File: config.mk
export PLATFORM = sky130hd
export DESIGN_NAME = fc_pe_ctrl
export DESIGN_NICKNAME = d
export VERILOG_FILES = /design/src/rtl/fc_pkg.sv /design/src/rtl/fc_res_reg.sv /design/src/rtl/fc_pe_ctrl.sv
export SDC_FILE = /design/constraint.sdc
export NUM_CORES = 1
export LEC_CHECK = 0
export ABC_AREA = 1
export ABC_CLOCK_PERIOD_IN_PS = 3800
export CORE_MARGIN = 3
export CORE_UTILIZATION = 45
export DETAILED_ROUTE_END_ITERATION = 8
export PLACE_DENSITY = 0.74
export SLEW_MARGIN = 20
export SYNTH_ARGS = -nofsm -noshare
export SYNTH_HDL_FRONTEND = slang
export SYNTH_SLANG_ARGS = --single-unit
File: constraint.sdc
create_clock -name clk -period 3.8 [get_ports clk]
set_input_delay 0.57 -clock clk [delete_from_list [all_inputs] [get_ports clk]]
set_output_delay 0.57 -clock clk [all_outputs]
set_load 0.005 [all_outputs]
File: src/rtl/fc_pkg.sv
// Shared constants and state encoding for the fully-connected PE chain sequencer.
package fc_pkg;

    // Number of PEs in the chain, which is also the input vector length per pass.
    localparam int FC_SIZE     = 120;
    // Cycles from the last ifmap byte reaching the chain until psum is final.
    localparam int FC_PIPE_LAT = 121;
    // Width of the chain's partial-sum output.
    localparam int PSUM_W      = 32;

    typedef enum logic [2:0] {
        IDLE   = 3'd0,
        WREQ   = 3'd1,
        WLOAD  = 3'd2,
        STREAM = 3'd3,
        DRAIN  = 3'd4,
        OUT    = 3'd5
    } fc_state_e;

    // Pass length in cycles when the result is accepted on its first OUT cycle.
    function automatic int fc_pass_cycles(input int size, input int lat);
        return 1 + 1 + size + (lat + 1) + 1;
    endfunction

endpackage

File: src/rtl/fc_res_reg.sv
// Result holding register with a valid/ready handshake: captures a dot product
// and its neuron index, then holds both stable until downstream accepts.
module fc_res_reg
    import fc_pkg::*;
#(
    parameter int DATA_W = PSUM_W,
    parameter int IDX_W  = 8
) (
    input  logic                     clk,
    input  logic                     rst_n,
    input  logic                     cap_i,
    input  logic signed [DATA_W-1:0] data_i,
    input  logic        [IDX_W-1:0]  idx_i,
    input  logic                     ready_i,
    output logic                     valid_o,
    output logic signed [DATA_W-1:0] data_o,
    output logic        [IDX_W-1:0]  idx_o,
    output logic                     accept_o
);

    logic                     valid_q, valid_d;
    logic signed [DATA_W-1:0] data_q, data_d;
    logic        [IDX_W-1:0]  idx_q, idx_d;

    // A capture loads the payload; an accepted handshake drops valid.
    always_comb begin
        valid_d = valid_q;
        data_d  = data_q;
        idx_d   = idx_q;
        if (cap_i) begin
            valid_d = 1'b1;
            data_d  = data_i;
            idx_d   = idx_i;
        end else if (valid_q && ready_i) begin
            valid_d = 1'b0;
        end
    end

    // Result register; cleared asynchronously so valid never lingers through reset.
    always_ff @(posedge clk or negedge rst_n) begin
        if (!rst_n) begin
            valid_q <= 1'b0;
            data_q  <= '0;
            idx_q   <= '0;
        end else begin
            valid_q <= valid_d;
            data_q  <= data_d;
            idx_q   <= idx_d;
        end
    end

    assign valid_o  = valid_q;
    assign data_o   = data_q;
    assign idx_o    = idx_q;
    assign accept_o = valid_q & ready_i;

endmodule

File: src/rtl/fc_pe_ctrl.sv
// Sequencer for the 1xFC_SIZE fully-connected PE chain: per output neuron it
// loads the weight row, streams the ifmap, waits out the chain pipeline and
// hands the captured psum downstream, then pulses done after the last neuron.
module fc_pe_ctrl
    import fc_pkg::*;
#(
    parameter int FC_SIZE  = fc_pkg::FC_SIZE,
    parameter int PIPE_LAT = fc_pkg::FC_PIPE_LAT,
    parameter int NEUR_W   = 8
) (
    input  logic                         clk,
    input  logic                         rst_n,
    input  logic                         start_i,
    input  logic [NEUR_W-1:0]            num_out_i,
    output logic                         busy_o,
    output logic                         done_o,
    output logic                         wbuf_rd_o,
    output logic [NEUR_W-1:0]            wbuf_addr_o,
    output logic                         pe_load_o,
    output logic                         ifbuf_rd_o,
    output logic [$clog2(FC_SIZE)-1:0]   ifbuf_addr_o,
    input  logic signed [PSUM_W-1:0]     psum_i,
    output logic                         res_valid_o,
    input  logic                         res_ready_i,
    output logic signed [PSUM_W-1:0]     res_data_o,
    output logic [NEUR_W-1:0]            res_idx_o
);

    localparam int ADDR_W  = $clog2(FC_SIZE);
    localparam int DRAIN_W = $clog2(PIPE_LAT + 1);

    localparam logic [ADDR_W-1:0]  K_LAST = ADDR_W'(FC_SIZE - 1);
    localparam logic [DRAIN_W-1:0] D_LAST = DRAIN_W'(PIPE_LAT);

    fc_state_e          state_q, state_d;
    logic [NEUR_W-1:0]  n_q, n_d;
    logic [NEUR_W-1:0]  num_q, num_d;
    logic [ADDR_W-1:0]  k_q, k_d;
    logic [DRAIN_W-1:0] d_q, d_d;
    logic               done_q, done_d;
    logic               cap;
    logic               res_accept;

    // Next-state logic: one state per cycle except STREAM, DRAIN and a stalled OUT.
    always_comb begin
        state_d = state_q;
        n_d     = n_q;
        num_d   = num_q;
        k_d     = k_q;
        d_d     = d_q;
        done_d  = 1'b0;
        cap     = 1'b0;
        unique case (state_q)
            IDLE: begin
                if (start_i) begin
                    if (num_out_i != '0) begin
                        num_d   = num_out_i;
                        n_d     = '0;
                        state_d = WREQ;
                    end else begin
                        // Empty layer: report completion without touching the buffers.
                        done_d = 1'b1;
                    end
                end
            end
            WREQ: begin
                state_d = WLOAD;
            end
            WLOAD: begin
                k_d     = '0;
                state_d = STREAM;
            end
            STREAM: begin
                if (k_q == K_LAST) begin
                    k_d     = '0;
                    d_d     = '0;
                    state_d = DRAIN;
                end else begin
                    k_d = k_q + ADDR_W'(1);
                end
            end
            DRAIN: begin
                if (d_q == D_LAST) begin
                    // psum_i now holds the final dot product of this pass.
                    cap     = 1'b1;
                    d_d     = '0;
                    state_d = OUT;
                end else begin
                    d_d = d_q + DRAIN_W'(1);
                end
            end
            OUT: begin
                // Stay here until accepted so a pending result is never overwritten.
                if (res_accept) begin
                    if (n_q == num_q - NEUR_W'(1)) begin
                        done_d  = 1'b1;
                        state_d = IDLE;
                    end else begin
                        n_d     = n_q + NEUR_W'(1);
                        state_d = WREQ;
                    end
                end
            end
            default: begin
                state_d = IDLE;
            end
        endcase
    end

    // State and counter registers.
    always_ff @(posedge clk or negedge rst_n) begin
        if (!rst_n) begin
            state_q <= IDLE;
            n_q     <= '0;
            num_q   <= '0;
            k_q     <= '0;
            d_q     <= '0;
            done_q  <= 1'b0;
        end else begin
            state_q <= state_d;
            n_q     <= n_d;
            num_q   <= num_d;
            k_q     <= k_d;
            d_q     <= d_d;
            done_q  <= done_d;
        end
    end

    // Strobes and addresses decode straight from the state so reset clears them at once.
    always_comb begin
        busy_o       = (state_q != IDLE);
        wbuf_rd_o    = (state_q == WREQ);
        wbuf_addr_o  = (state_q == WREQ) ? n_q : '0;
        pe_load_o    = (state_q == WLOAD);
        ifbuf_rd_o   = (state_q == STREAM);
        ifbuf_addr_o = (state_q == STREAM) ? k_q : '0;
        done_o       = done_q;
    end

    fc_res_reg #(
        .DATA_W (PSUM_W),
        .IDX_W  (NEUR_W)
    ) u_res_reg (
        .clk      (clk),
        .rst_n    (rst_n),
        .cap_i    (cap),
        .data_i   (psum_i),
        .idx_i    (n_q),
        .ready_i  (res_ready_i),
        .valid_o  (res_valid_o),
        .data_o   (res_data_o),
        .idx_o    (res_idx_o),
        .accept_o (res_accept)
    );

endmodule

==> results of run 1 <==
-- layout make-up --
| class | instances | area (um^2) |
|---|---|---|
| Clock buffer | 12 | 165 |
| Clock inverter | 4 | 95.1 |
| Fill cell | 684 | 2790 |
| Inverter | 57 | 214 |
| Tap cell | 102 | 128 |
| Timing Repair Buffer | 104 | 1040 |
| Multi-Input combinational cell | 274 | 1620 |
| Sequential cell | 75 | 1880 |
-- power by group --
part	internal, uW	leakage, uW	switching [uW]
Combinational	80.2	0.00118	35.0
Clock	489	0.000133	289
Sequential	815	0.000954	8.28
Total	1380	0.00226	332
-- state kept, by name, summed over array words and instances, names as in the netlist --
name	flops
d_q	7
done_o	1
k_q	7
n_q	8
num_q	8
state_q	3
u_res_reg.data_o	32
u_res_reg.idx_o	8
u_res_reg.valid_o	1
-- worst min path at each step --
stage                             startpoint             endpoint  slack, ns  cells after the start
after floorplan                        rst_n               d_q[0]       0.27                      0
after global placement    u_res_reg.idx_o[5]   u_res_reg.idx_o[5]       0.47                      2
after detailed placement  u_res_reg.idx_o[2]   u_res_reg.idx_o[2]       0.47                      2
after CTS                              rst_n  u_res_reg.data_o[0]       0.39                      1
after global routing                   rst_n  u_res_reg.data_o[0]       0.41                      1
final                                  rst_n  u_res_reg.data_o[0]       0.34                      1
-- cells by family (layout without fill, tap and decap cells) --
| group | Yosys count | in the layout | synth area share (%) |
|---|---|---|---|
| mux | 32 | 32 | 9.89 |
| flops | 75 | 75 | 50.0 |
| simple gates | 187 | 187 | 23.4 |
| compound gates | 39 | 39 | 5.63 |
| fa+ha+maj | 5 | 5 | 1.67 |
| xor+xnor | 11 | 11 | 2.57 |
| buf+inv | 64 | 177 | 6.90 |
-- metrics by stage --
step           total power [uW]  worst slack, ns  cell area, um^2  hold slack (ns)
3_5_place_dp                957             1.36             4880            0.472
4_1_cts                    1740            0.978             5140            0.385
6_report                   1720            0.997             5140            0.344
2_1_floorplan               859             2.04             3760            0.274
3_3_place_gp                954             1.53             4880            0.466
5_1_grt                    1780            0.772             5140            0.406
-- synthesized netlist by cell type --
master,count
nor3_1,2
nand3b_1,1
o32ai_1,2
nand4_4,1
o21ai_0,25
and3_1,1
nand3_4,2
nor4_1,1
buf_6,2
buf_2,3
nor3_4,2
ha_1,5
clkbuf_1,2
mux2_2,29
nor3b_1,2
dfrtp_1,75
xor2_1,8
mux2_4,3
inv_1,55
o21ai_1,2
nand3_2,1
nand3_1,27
nand2_1,85
nor2_1,47
nor2_4,2
nand4_1,13
xnor2_1,3
o22ai_1,7
a21oi_1,3
inv_2,2
-- per-layer routing --
layer	part of all wire, %	wire length (um)	track usage, %
met5	0	0	0
met4	2.0	165	8.09
met3	8.1	664	5.60
met2	44	3610	27.4
met1	46	3800	24.9
==> run summary, run 1 <==
Tcrit/Tclk final - 73.8%
Delay-heaviest family, CP - buffers and inverters
Drt wl/cell - 13.1 um
Path length in cells of the critical path - 5
Reg2reg path depth - 14
Postcts setup bufs - 0
Worst setup path start - state_q[0]
Most common cell after layout, fill and taps aside - clkdlybuf4s50_1
RR Endpoint - n_q[4]
CTS tree - yes
Fin util - 64.8%
DP HPWL - 5.92 mm
Status - complete, no violations
Slew HR - 39.1%
Clock sink count - 75
Max Clock Skew - 0.00836 ns
Max Freq - 0.357 GHz
Initial antenna violation count - 0
Crit path to - wbuf_addr_o[1]
Max VDD drop - 0.201 mV
Critical Path Source Type - register
Starting Density - 47.4%
Cells after DPL - 612
Die Wd - 97.4 um
CP max FO - 8
PostCTS Resize Cnt - 0
Crit path cell chain - inv_1, nor3_1, inv_1, nor2_1, clkdlybuf4s50_1
Share of post-route cells with drive strength above 1 - 11.2%
Most frequent cells in the layout - clkdlybuf4s50_1, nand2_1, dfrtp_1, inv_1, nor2_1
Final net count - 570
Pwr Density - 334 mW/mm^2
# IOs - 105
Drt first pass iters - 4
Worst Path Arrival - 2.23 ns
Die area - 0.00948 mm^2
Yosys Warn Count - 0
H-tree Lvls - 3
GRT Util Overall - 18.4%
Clock Latency Late Sink - 0.35 ns
Max-Cap Viols - 0
Vias/cell - 5.02
CTS Hold Bufs - 0
Root Driver - clkbuf_8
Measured slew at the worst slew-check pin - 0.914 ns
Clk buf depth - 2
Setup TNS - 0 ns
Cell Area, Synth - 0.00376 mm^2
Vias in the first global route - 3065
Port bufs - 104
Die H - 97.4 um
Slew Limit Fails - 0
Setup-failing EPs final - 0
Total Wirelength - 8.24 mm
Crit path top cell by count - inv_1
Core footprint - 0.00793 mm^2
Yosys top cell area share - 50.0%
Syn Area/Cell - 9.09 um^2
Crit. End Element - output pin
Sequential-to-total area share from yosys stat - 50.0%
RD Place Congestion - 0.859
Pleak - 0.00226 uW
Largest net degree at the start of global routing - 76
CP max stage cell - clkdlybuf4s50_1
Area growth syn-to-layout - 36.8%
Post-synth cell types - 30
GRT Residual Overflow - 0
First-pass GRT wire length - 14.3 mm
Initial drt markers - 156
Crit Path Class - register to output pin
Routed vias - 3153
R2R Setup Slk - 1.65 ns
Worst Path Buf+Inv - 3
Post-synth top area cell - dfrtp_1
RSZ-0062 raised after global routing - false
CTS Buf Count - 9
#FFs+latches synth - 75
Tmin final - 2.80 ns
Slowest cell delay on critical path - 0.52 ns
Tightest Hold Check Type - input pin to asynchronous set/reset pin
Post-route DRC violation count - 0
Syn_nets - 462
Routed Antenna Nets - 0
Antenna Cells - 0
Required time worst endpoint - 3.23 ns
Non-filler cells, final - 628
Worst-path clk slew - 0.08 ns
R2R Path Start - num_q[0]
Hold Vio Cnt, Final - 0
Num rows - 32
Synth area leaders - dfrtp_1, mux2_2, nand2_1, inv_1, nor2_1
Post-Synthesis Cells - 413
No activity file was read; power rests on OpenSTA's default activity.
==> run 2: changes to the inputs <==
--- a/config.mk
+++ b/config.mk
@@ -6,7 +6,7 @@
 export NUM_CORES = 1
 export LEC_CHECK = 0
 export ABC_AREA = 1
-export ABC_CLOCK_PERIOD_IN_PS = 3800
+export ABC_CLOCK_PERIOD_IN_PS = 2950
 export CORE_MARGIN = 3
 export CORE_UTILIZATION = 45
 export DETAILED_ROUTE_END_ITERATION = 8
==> constraint.sdc (replaced) <==
create_clock -name clk -period 2.95 [get_ports clk]
set_input_delay 0.4425 -clock clk [delete_from_list [all_inputs] [get_ports clk]]
set_output_delay 0.4425 -clock clk [all_outputs]
set_load 0.005 [all_outputs]
==> run 2 against run 1 <==
Non-clock buffer count up 1. Clock power up 12%. Critical endpoint is now wbuf_addr_o[3]. Routed wire length up 1.7%. Setup slack worse by 0.64 ns. Power up 21%. Count of clock-buffer cells in the layout down 1. Clock skew up 0.0019 ns. Combinational power up 30%. Utilization down 0.35 points. Final area down 0.54%. Critical path depth unchanged.
==> run summary, run 2 (same netlist as run 1, synthesis figures left out) <==
Most common cell after layout, fill and taps aside - clkdlybuf4s50_1
RSZ-0062 raised after global routing - false
CP max stage cell - clkdlybuf4s50_1
R2R Setup Slk - 0.85 ns (-0.80 ns)
Antenna Cells - 0 (unchanged)
Tightest Hold Check Type - input pin to asynchronous set/reset pin
CTS tree - yes
CTS Buf Count - 9 (unchanged)
Clock Latency Late Sink - 0.34 ns (about the same)
Setup slack after layout - 0.357 ns (-0.640 ns)
Post-route DRC violation count - 0 (unchanged)
Share of post-route cells with drive strength above 1 - 11.2% (unchanged)
Max Clock Skew - 0.0103 ns (+0.00191 ns)
Critical Path Source Type - register
Routed Antenna Nets - 0 (unchanged)
Postcts setup bufs - 0 (unchanged)
DP HPWL - 6.22 mm (+5.1%)
Clk buf depth - 2 (unchanged)
Max Freq - 0.386 GHz
Required time worst endpoint - 2.51 ns (-0.72 ns)
Num rows - 32 (unchanged)
PostCTS Resize Cnt - 0 (unchanged)
Pwr Density - 408 mW/mm^2 (+22%)
Max-Cap Viols - 0 (unchanged)
Setup TNS - 0 ns (unchanged)
Root Driver - clkbuf_8
Crit path to - wbuf_addr_o[3]
Die Wd - 97.4 um (unchanged)
Crit path top cell by count - inv_1
Crit. End Element - output pin
H-tree Lvls - 3 (unchanged)
Die H - 97.4 um (unchanged)
Hold Vio Cnt, Final - 0 (unchanged)
Measured slew at the worst slew-check pin - 0.922 ns (+0.00845 ns)
Crit path cell chain - inv_1, nor3_1, inv_1, nor2_1, clkdlybuf4s50_1
Vias in the first global route - 3196 (+4.3%)
Die area - 0.00948 mm^2 (unchanged)
Reg2reg path depth - 14 (unchanged)
Tmin final - 2.59 ns
Register area - 0.00188 mm^2 (unchanged)
GRT Residual Overflow - 0 (unchanged)
Setup-failing EPs final - 0 (unchanged)
Starting Density - 47.4% (unchanged)
Largest net degree at the start of global routing - 76 (unchanged)
Routed vias - 3151 (-0.063%)
Clock sink count - 75 (unchanged)
Tcrit/Tclk final - 87.9%
# IOs - 105 (unchanged)
Slew Limit Fails - 0 (unchanged)
Place WS - 0.732 ns (-0.632 ns)
Final net count - 571 (+0.18%)
Worst setup path start - state_q[0]
RD Place Congestion - 0.853 (-0.68%)
CP max FO - 8 (unchanged)
Worst Path Arrival - 2.15 ns (-0.08 ns)
Cells after DPL - 613 (+0.16%)
Initial antenna violation count - 0 (unchanged)
Crit Path Class - register to output pin
Area growth syn-to-layout - 36.0%
Total Wirelength - 8.39 mm (+1.7%)
Filler cells - 669 (-2.2%)
Max reg flops - 32 (unchanged)
GRT Util Overall - 18.6% (+0.19 points)
First-pass GRT wire length - 14.6 mm (+2.2%)
Vias/cell - 5.02 (about the same)
Port bufs - 104 (unchanged)
Core footprint - 0.00793 mm^2 (unchanged)
Non-filler cells, final - 628 (unchanged)
Pleak - 0.00225 uW (-0.58%)
Drt first pass iters - 4 (unchanged)
Worst-path clk slew - 0.08 ns (about the same)
Minimum hold slack - 0.231 ns (-0.113 ns)
Status - complete, no violations
Slew HR - 38.5% (-0.56 points)
R2R Path Start - num_q[0]
Initial drt markers - 136 (-13%)
Slowest cell delay on critical path - 0.52 ns (about the same)
RR Endpoint - n_q[6]
Most frequent cells in the layout - clkdlybuf4s50_1, nand2_1, dfrtp_1, inv_1, nor2_1
Max VDD drop - 0.325 mV (+62%)
CTS Hold Bufs - 0 (unchanged)
Area of the multi-input gates - 0.00162 mm^2 (unchanged)
Drt wl/cell - 13.4 um (+1.7%)
[run 2: cell count changes in the layout (fill, tap and decap cells not counted)]
cell / previous run / this run
clkinv_4: 0 / 1
buf_4: 1 / 2
clkbuf_8: 12 / 11
bufinv_16: 3 / 2
[run 2: layout make-up]
| cell class | instances | share of cell area, % |
|---|---|---|
| Sequential cell | 75 | 36.7 |
| Inverter | 57 | 4.19 |
| Timing Repair Buffer | 105 | 20.5 |
| Tap cell | 102 | 2.50 |
| Clock inverter | 4 | 1.44 |
| Multi-Input combinational cell | 274 | 31.7 |
| Clock buffer | 11 | 2.96 |
[run 2: critical path: cells and delay by family (launching register included)]
kind / cells / cell delay (ns)
buffers and inverters: 3 / 0.91
AND/OR/NAND/NOR: 2 / 0.47
flip-flops: 1 / 0.42
[run 2: worst min path at each step]
stage / start / to / cells past startpoint
after floorplan: rst_n / d_q[0] / 0
after global placement: u_res_reg.idx_o[0] / u_res_reg.idx_o[0] / 2
after detailed placement: u_res_reg.idx_o[1] / u_res_reg.idx_o[1] / 2
after CTS: rst_n / u_res_reg.data_o[8] / 1
after global routing: rst_n / u_res_reg.data_o[8] / 1
final: rst_n / u_res_reg.data_o[1] / 1
[run 2: per-stage QoR]
step	power, uW	area [um^2]	util, %
3_5_place_dp	1230	4880	61.6
6_report	2080	5110	64.5
3_3_place_gp	1230	4880	61.6
5_1_grt	2160	5110	64.5
4_1_cts	2120	5110	64.5
2_1_floorplan	1110	3760	-
[run 2: per-layer routing]
| metal | vias up | share of wire [%] | track usage, % |
|---|---|---|---|
| met2 | 112 | 46 | 29.5 |
| met4 | 0 | 0.97 | 4.47 |
| met3 | 7 | 8.6 | 7.11 |
| met1 | 1465 | 44 | 24.1 |
| li1 | 1567 | - | - |
| met5 | - | 0 | 0 |
[run 2: power breakdown]
group	total (uW)	switching [uW]	internal [uW]
clock	873	355	518
sequential	1060	10.4	1050
combinational	150	46.2	103
